`config.mk`:
```
export PLATFORM = sky130hd
export DESIGN_NAME = mem_access_unit_flat
export DESIGN_NICKNAME = d
export VERILOG_FILES = /design/src/rtl/d16_mem_pkg.sv /design/src/rtl/mem_access_unit_if.sv /design/src/rtl/mem_access_unit_byte_lane_merge.sv /design/src/rtl/mem_access_unit.sv /design/src/flat_wrapper.sv
export SDC_FILE = /design/constraint.sdc
export NUM_CORES = 1
export LEC_CHECK = 0
export ABC_AREA = 1
export CORE_UTILIZATION = 28
export DETAILED_ROUTE_END_ITERATION = 8
export GPL_TIMING_DRIVEN = 0
export PLACE_DENSITY = 0.52
export SLEW_MARGIN = 20
export SYNTH_ARGS = -nofsm -noshare
export SYNTH_HDL_FRONTEND = slang
export SYNTH_HIERARCHICAL = 1
export SYNTH_SLANG_ARGS = --single-unit
```
`constraint.sdc`:
```
create_clock -name clk -period 2.1 [get_ports clk]
set_clock_uncertainty 0.1 [all_clocks]
set_input_delay 0.525 -clock clk [delete_from_list [all_inputs] [get_ports clk]]
set_output_delay 0.525 -clock clk [all_outputs]
set_load 0.1 [all_outputs]
```
`src/rtl/d16_mem_pkg.sv`:
```
// Shared types, address-mapping widths and lane helpers for the d16 data-memory front end.
package d16_mem_pkg;

  localparam int CPU_ADDR_W   = 16;
  localparam int CPU_DATA_W   = 16;
  localparam int MEM_ADDR_W   = 24;
  localparam int MEM_DATA_W   = 32;
  localparam int MEM_ADDR_PAD = MEM_ADDR_W - (CPU_ADDR_W - 2);

  typedef enum logic [2:0] {
    ST_IDLE,
    ST_RD_REQ,
    ST_RD_WAIT,
    ST_WR_REQ,
    ST_WR_WAIT,
    ST_DONE
  } state_e;

  // Bit offset of the addressed lane; halfwords ignore addr[0].
  function automatic logic [4:0] lane_lsb(input logic [1:0] lane, input logic is_byte);
    return is_byte ? {lane, 3'b000} : {lane[1], 4'b0000};
  endfunction

  function automatic logic [CPU_DATA_W-1:0] lane_extract(
    input logic [MEM_DATA_W-1:0] word,
    input logic [1:0]            lane,
    input logic                  is_byte
  );
    logic [MEM_DATA_W-1:0] shifted;
    shifted = word >> lane_lsb(lane, is_byte);
    return is_byte ? {8'h00, shifted[7:0]} : shifted[15:0];
  endfunction

  function automatic logic [MEM_DATA_W-1:0] lane_merge(
    input logic [MEM_DATA_W-1:0] word,
    input logic [1:0]            lane,
    input logic                  is_byte,
    input logic [CPU_DATA_W-1:0] wdata
  );
    logic [MEM_DATA_W-1:0] mask;
    logic [MEM_DATA_W-1:0] data;
    mask = (is_byte ? 32'h0000_00FF : 32'h0000_FFFF) << lane_lsb(lane, is_byte);
    data = (is_byte ? {24'h00_0000, wdata[7:0]} : {16'h0000, wdata}) << lane_lsb(lane, is_byte);
    return (word & ~mask) | (data & mask);
  endfunction

endpackage

```
`src/rtl/mem_access_unit_if.sv`:
```
// CPU request bus and DRAM port-2 bus of the data-memory front end.
interface mem_access_unit_if;
  import d16_mem_pkg::*;

  logic                  cpu_req;
  logic                  cpu_we;
  logic                  cpu_byte;
  logic [CPU_ADDR_W-1:0] cpu_addr;
  logic [CPU_DATA_W-1:0] cpu_wdata;
  logic [CPU_DATA_W-1:0] cpu_rdata;
  logic                  cpu_busy;
  logic                  cpu_done;
  logic                  cpu_err;
  logic [MEM_ADDR_W-1:0] mem_addr;
  logic [MEM_DATA_W-1:0] mem_wdata;
  logic [MEM_DATA_W-1:0] mem_rdata;
  logic                  mem_req_read;
  logic                  mem_req_write;
  logic                  mem_data_valid;
  logic                  mem_write_complete;

  // The front end itself.
  modport slave (
    input  cpu_req, cpu_we, cpu_byte, cpu_addr, cpu_wdata,
    input  mem_rdata, mem_data_valid, mem_write_complete,
    output cpu_rdata, cpu_busy, cpu_done, cpu_err,
    output mem_addr, mem_wdata, mem_req_read, mem_req_write
  );

  // The surrounding core and DRAM arbiter.
  modport master (
    output cpu_req, cpu_we, cpu_byte, cpu_addr, cpu_wdata,
    output mem_rdata, mem_data_valid, mem_write_complete,
    input  cpu_rdata, cpu_busy, cpu_done, cpu_err,
    input  mem_addr, mem_wdata, mem_req_read, mem_req_write
  );

endinterface

```
`src/rtl/mem_access_unit_byte_lane_merge.sv`:
```
// Combinational lane extract (zero-extended load) and lane merge (read-modify-write store).
module byte_lane_merge
  import d16_mem_pkg::*;
(
  input  logic [MEM_DATA_W-1:0] word,
  input  logic [1:0]            lane,
  input  logic                  is_byte,
  input  logic [CPU_DATA_W-1:0] wdata,
  output logic [CPU_DATA_W-1:0] rdata,
  output logic [MEM_DATA_W-1:0] merged
);

  assign rdata  = lane_extract(word, lane, is_byte);
  assign merged = lane_merge(word, lane, is_byte, wdata);

endmodule

```
`src/rtl/mem_access_unit.sv`:
```
// Converts 16-bit byte/halfword CPU loads and stores into 32-bit DRAM word transactions,
// with read-modify-write for stores and a watchdog on unanswered DRAM requests.
module mem_access_unit
  import d16_mem_pkg::*;
#(
  parameter int unsigned TIMEOUT = 1023
) (
  input  logic              clk,
  input  logic              rst_n,
  mem_access_unit_if.slave  bus
);

  localparam int unsigned WDOG_W = (TIMEOUT > 0) ? $clog2(TIMEOUT + 1) : 1;
  localparam logic [WDOG_W-1:0] WDOG_LAST = WDOG_W'((TIMEOUT == 0) ? 0 : TIMEOUT - 1);

  state_e state_q, state_d;

  logic [CPU_ADDR_W-1:0] addr_q;
  logic                  we_q;
  logic                  byte_q;
  logic [CPU_DATA_W-1:0] wdata_q;
  logic [CPU_DATA_W-1:0] rdata_q;
  logic [MEM_DATA_W-1:0] mem_wdata_q;
  logic [WDOG_W-1:0]     wdog_q, wdog_d;
  logic                  busy_q, done_q, err_q, rd_q, wr_q;
  logic                  err_d;

  logic                  accept;
  logic                  rd_hit;
  logic                  timeout_hit;
  logic [CPU_DATA_W-1:0] lane_rdata;
  logic [MEM_DATA_W-1:0] lane_merged;

  byte_lane_merge u_lane (
    .word    (bus.mem_rdata),
    .lane    (addr_q[1:0]),
    .is_byte (byte_q),
    .wdata   (wdata_q),
    .rdata   (lane_rdata),
    .merged  (lane_merged)
  );

  assign accept      = (state_q == ST_IDLE) && bus.cpu_req;
  assign rd_hit      = (state_q == ST_RD_WAIT) && bus.mem_data_valid;
  assign timeout_hit = (TIMEOUT != 0) && (wdog_q == WDOG_LAST);

  always_comb begin
    // NOTE: every signal written here gets a default first, so no path can infer a latch.
    state_d = state_q;
    err_d   = 1'b0;
    unique case (state_q)
      ST_IDLE:    if (bus.cpu_req) state_d = ST_RD_REQ;
      ST_RD_REQ:  state_d = ST_RD_WAIT;
      ST_RD_WAIT: begin
        // Data-valid wins over a simultaneous stray write-complete.
        if (bus.mem_data_valid) begin
          state_d = we_q ? ST_WR_REQ : ST_DONE;
        end else if (timeout_hit) begin
          state_d = ST_DONE;
          err_d   = 1'b1;
        end
      end
      ST_WR_REQ:  state_d = ST_WR_WAIT;
      ST_WR_WAIT: begin
        if (bus.mem_write_complete) begin
          state_d = ST_DONE;
        end else if (timeout_hit) begin
          state_d = ST_DONE;
          err_d   = 1'b1;
        end
      end
      ST_DONE:    state_d = ST_IDLE;
      default:    state_d = ST_IDLE;
    endcase

    // Counter holds the number of cycles already spent in the current wait state.
    wdog_d = '0;
    if ((state_q == ST_RD_WAIT || state_q == ST_WR_WAIT) && state_d == state_q) begin
      wdog_d = wdog_q + 1'b1;
    end
  end

  // NOTE: sequential state uses non-blocking assignments so every register samples pre-edge values.
  always_ff @(posedge clk) begin
    if (!rst_n) begin
      state_q     <= ST_IDLE;
      addr_q      <= '0;
      we_q        <= 1'b0;
      byte_q      <= 1'b0;
      wdata_q     <= '0;
      rdata_q     <= '0;
      mem_wdata_q <= '0;
      wdog_q      <= '0;
      busy_q      <= 1'b0;
      done_q      <= 1'b0;
      err_q       <= 1'b0;
      rd_q        <= 1'b0;
      wr_q        <= 1'b0;
    end else begin
      state_q <= state_d;
      wdog_q  <= wdog_d;
      busy_q  <= (state_d != ST_IDLE);
      done_q  <= (state_d == ST_DONE);
      err_q   <= err_d;
      rd_q    <= (state_d == ST_RD_REQ);
      wr_q    <= (state_d == ST_WR_REQ);

      if (accept) begin
        addr_q  <= bus.cpu_addr;
        we_q    <= bus.cpu_we;
        byte_q  <= bus.cpu_byte;
        wdata_q <= bus.cpu_wdata;
      end

      if (rd_hit && !we_q) rdata_q     <= lane_rdata;
      if (rd_hit && we_q)  mem_wdata_q <= lane_merged;
    end
  end

  assign bus.cpu_rdata     = rdata_q;
  assign bus.cpu_busy      = busy_q;
  assign bus.cpu_done      = done_q;
  assign bus.cpu_err       = err_q;
  assign bus.mem_addr      = {{MEM_ADDR_PAD{1'b0}}, addr_q[CPU_ADDR_W-1:2]};
  assign bus.mem_wdata     = mem_wdata_q;
  assign bus.mem_req_read  = rd_q;
  assign bus.mem_req_write = wr_q;

endmodule

```
`src/flat_wrapper.sv`:
```
// flat-port wrapper written by rule: the top's interface ports become plain ports
module mem_access_unit_flat import d16_mem_pkg::*;
#(
  parameter int unsigned TIMEOUT = 1023
)
  (clk, rst_n, bus_cpu_req, bus_cpu_we, bus_cpu_byte, bus_cpu_addr, bus_cpu_wdata, bus_mem_rdata, bus_mem_data_valid, bus_mem_write_complete, bus_cpu_rdata, bus_cpu_busy, bus_cpu_done, bus_cpu_err, bus_mem_addr, bus_mem_wdata, bus_mem_req_read, bus_mem_req_write);
  mem_access_unit_if bus_i ();
  input  logic clk;
  input  logic rst_n;
  input wire logic [$bits(bus_i.cpu_req)-1:0] bus_cpu_req;
  input wire logic [$bits(bus_i.cpu_we)-1:0] bus_cpu_we;
  input wire logic [$bits(bus_i.cpu_byte)-1:0] bus_cpu_byte;
  input wire logic [$bits(bus_i.cpu_addr)-1:0] bus_cpu_addr;
  input wire logic [$bits(bus_i.cpu_wdata)-1:0] bus_cpu_wdata;
  input wire logic [$bits(bus_i.mem_rdata)-1:0] bus_mem_rdata;
  input wire logic [$bits(bus_i.mem_data_valid)-1:0] bus_mem_data_valid;
  input wire logic [$bits(bus_i.mem_write_complete)-1:0] bus_mem_write_complete;
  output wire logic [$bits(bus_i.cpu_rdata)-1:0] bus_cpu_rdata;
  output wire logic [$bits(bus_i.cpu_busy)-1:0] bus_cpu_busy;
  output wire logic [$bits(bus_i.cpu_done)-1:0] bus_cpu_done;
  output wire logic [$bits(bus_i.cpu_err)-1:0] bus_cpu_err;
  output wire logic [$bits(bus_i.mem_addr)-1:0] bus_mem_addr;
  output wire logic [$bits(bus_i.mem_wdata)-1:0] bus_mem_wdata;
  output wire logic [$bits(bus_i.mem_req_read)-1:0] bus_mem_req_read;
  output wire logic [$bits(bus_i.mem_req_write)-1:0] bus_mem_req_write;
  assign bus_i.cpu_req = bus_cpu_req;
  assign bus_i.cpu_we = bus_cpu_we;
  assign bus_i.cpu_byte = bus_cpu_byte;
  assign bus_i.cpu_addr = bus_cpu_addr;
  assign bus_i.cpu_wdata = bus_cpu_wdata;
  assign bus_i.mem_rdata = bus_mem_rdata;
  assign bus_i.mem_data_valid = bus_mem_data_valid;
  assign bus_i.mem_write_complete = bus_mem_write_complete;
  assign bus_cpu_rdata = bus_i.cpu_rdata;
  assign bus_cpu_busy = bus_i.cpu_busy;
  assign bus_cpu_done = bus_i.cpu_done;
  assign bus_cpu_err = bus_i.cpu_err;
  assign bus_mem_addr = bus_i.mem_addr;
  assign bus_mem_wdata = bus_i.mem_wdata;
  assign bus_mem_req_read = bus_i.mem_req_read;
  assign bus_mem_req_write = bus_i.mem_req_write;
  mem_access_unit #(.TIMEOUT(TIMEOUT)) u_core (.clk(clk), .rst_n(rst_n), .bus(bus_i));
endmodule
```
==> flow_summary.toml <==
[run_status]
status = "finished clean"

[clocking]
h-tree-depth = 3
root_buffer = "clkbuf_16"
cts_tree = "yes"
clkTransAtPathRegs_ns = 0.07
cts_buffers = 9
clkLatencyLatePin_ns = 0.36
cts_hold_buffers = 0
clock_sinks = 100
clock_path_buffers = 2

[final_layout]
layout-drive-gt1-share_pct = 19.1
final_cell_area_um2 = 7070
fillCellCount = 1891
synthToLayoutAreaGrowth_pct = 41.7
diodes = 0
nets = 957

[worst_hold_path]
min-delay-start = "u_core/wdog_q[0]"
hold_path_class = "reg2reg"
hold_end = "u_core/wdog_q[0]"
hold_depth = 1

[pwr]
ir_drop_mv = 0.390
p_leak_nw = 3.02
power.total_mw = 5.36
p_per_area_nw_per_um2 = 759

[synthesis]
synth_mux_area_share_pct = 0
synth_top_cell_area_share_pct = 40.1
yosysTopAreaCell = "dfxtp_1"
synth_top_family_by_area = "simple AND/OR/NAND/NOR gates"
synth_cells = 727
synth_cell_types = 34
yosysWarningCount = 6
avgSynthCellArea_um2 = 6.86
synth_edf_count = 0
yosysMostFrequentCell = "nor2_1"
async_flop_share_pct = 0
synth_fa_ha_area_share_pct = 0.502
seq_area_frac_synth_pct = 40.1
synth-seq-cells = 100
ys.flop_type = "dfxtp_1"
netlist_area_um2 = 4990
synth-xor-area-share_pct = 1.40
synth_compound_area_share_pct = 15.2
synthSimpleGateAreaFrac_pct = 30.1
yosys-top-cells-area = "dfxtp_1 40%, nor2_1 14%, nand2_1 9.9%"
yosys-top-cells-count = "189 x nor2_1, 131 x nand2_1, 100 x dfxtp_1, 83 x o21ai_0, 40 x inv_1"

[setup_path]
r2r_slack_ns = 0.40
critPathSlowestCell = "clkdlybuf4s15_2"
slowest_delay_ns = 0.55
cp-startpoint = "u_core/addr_q[3]"
r2r_end = "u_core/bus.mem_wdata[22]"
worstSetupStartpointType = "register"
end_kind = "primary output"
worstPathRequired_ns = 1.47
ff2ff_path_depth = 6
setup.worst_path.class = "reg2out"
critPathArrivalTime_ns = 1.35
r2r_start = "u_core/addr_q[1]"
crit_fanout = 2
worstPathCellList = "buf_4 -> clkdlybuf4s15_2"

[global_routing]
grt_usage_pct = 18.4
grt_pass1_vias = 4721
antenna_found_initial = 0
grt_pass1_wl_mm = 25.2
overflow = 0
grt_max_degree = 17

[placed_design]
port_buffers = 137
place_congestion = 0.902
place_area_um2 = 6680
hpwl_mm = 12.8

[drt]
drt-initial-drc-count = 361
wl_per_cell_um = 14.6
first_pass_iters = 5
vias = 4986
vias_per_cell = 4.48
wirelength_mm = 16.2
drc = 0
ant_nets = 0

[timing]
rsz0062_at_grt = "false"
setup_tns_ns = 0
finalHoldViolations = 0
hold_slack_ns = 0.378
max_freq_mhz = 507
period_share_pct = 93.9
finalSetupViolations = 0
slew_viol_final = 0
worstMarginPinSlew_ns = 0.570
relSlewSlack_pct = 62.2
fin_crit_ns = 1.97

[floorplan]
fp.dieW_um = 135
rows = 48
die_h_um = 135
start_util_pct = 28.7
dieArea_um2 = 18400
core_um2 = 17400
top_level_ports = 148

[flow_run]
maxCapViolCount = 0
==> worst max-delay path by stage <==
stage                               endpoint  slack [ns]  depth (start not counted)
finish                       bus_mem_addr[1]        0.13                          2
global route        u_core/bus.mem_wdata[11]        0.07                          5
CTS                 u_core/bus.mem_wdata[27]        0.08                          5
detailed placement  u_core/bus.mem_wdata[27]       -0.50                          5
global placement     u_core/bus.cpu_rdata[8]       -0.47                          5
floorplan                   bus_mem_wdata[0]        0.55                          0
==> timing repair <==
action,in CTS,in global routing
buffers inserted,0,0
hold endpoints to repair,0,0
resized for setup,202,6
setup endpoints to repair,97,12
==> report_power, final <==
part,total (mW),switching [mW],internal [mW]
Clock,1.71,0.743,0.966
Sequential,2.08,0.0716,2.01
Combinational,1.57,1.09,0.482
Total,5.36,1.91,3.46
==> metrics by stage <==
stage          cells  utilization, %  setup WS, ns
3_5_place_dp    1098            38.5        -0.500
4_1_cts         1114            40.7        0.0776
5_1_grt         1114            40.7        0.0689
6_report        1114            40.7         0.127
3_3_place_gp    1098            38.5        -0.470
2_1_floorplan    736               -         0.550
==> area by class of cell <==
cell class	count	area (µm²)	area share, %
buffer	63	438	6.20
timing repair buffer	137	1460	20.6
multi-input combinational	522	2390	33.9
sequential	100	2000	28.3
clock buffer	12	246	3.49
inverter	51	193	2.73
tap	225	282	3.98
clock inverter	4	56.3	0.797
==> placed cells by master (no fill, tap or decap), types with 3 or more instances in the layout <==
| master | count |
|---|---|
| clkbuf_16 | 9 |
| o21ai_1 | 9 |
| o22ai_1 | 17 |
| buf_4 | 28 |
| conb_1 | 10 |
| nand2_1 | 131 |
| nand3_2 | 4 |
| xor2_1 | 5 |
| inv_1 | 40 |
| clkdlybuf4s15_2 | 67 |
| nand3_1 | 26 |
| inv_2 | 10 |
| clkbuf_1 | 9 |
| a21oi_2 | 6 |
| o211ai_1 | 9 |
| nor2_1 | 189 |
| buf_2 | 9 |
| a21oi_1 | 11 |
| nand2_2 | 3 |
| xnor2_1 | 3 |
| o21ai_0 | 83 |
| clkbuf_2 | 8 |
| buf_6 | 10 |
| clkdlybuf4s50_1 | 70 |
| dfxtp_1 | 100 |
| nor2_4 | 3 |
==> worst max-delay path: cells and delay by family (launching register included) <==
family   cells  cell delay [ns]
flops        1             0.34
buf+inv      2             0.65
==> state kept, by name (all words and copies together) (netlist names) <==
signal                    count
u_core/bus.mem_wdata         32
u_core/we_q                   1
u_core/bus.cpu_done           1
u_core/bus.mem_req_write      1
u_core/bus.cpu_err            1
u_core/addr_q                16
u_core/byte_q                 1
u_core/bus.cpu_busy           1
u_core/state_q                3
u_core/wdata_q               16
u_core/bus.mem_req_read       1
u_core/bus.cpu_rdata         16
u_core/wdog_q                10
==> per-layer routing <==
layer / track usage [%] / part of all wire [%] / up-vias
met2: 29.8 / 45 / 178
li1: - / - / 2589
met4: 8.05 / 3.2 / 0
met3: 4.23 / 6.4 / 32
met1: 23.2 / 45 / 2187
met5: 0 / 0 / -
==> kinds of logic (layout without fill, tap and decap cells) <==
logic type,Yosys count,after routing
adders and majority gates,2,2
buffers and inverters,114,267
DFF,100,100
other,1,10
and+or+nand+nor,365,365
AOI/OAI and AO/OA,137,137
xor gates and xnor gates,8,8
Power figures use the tool's default switching activity.
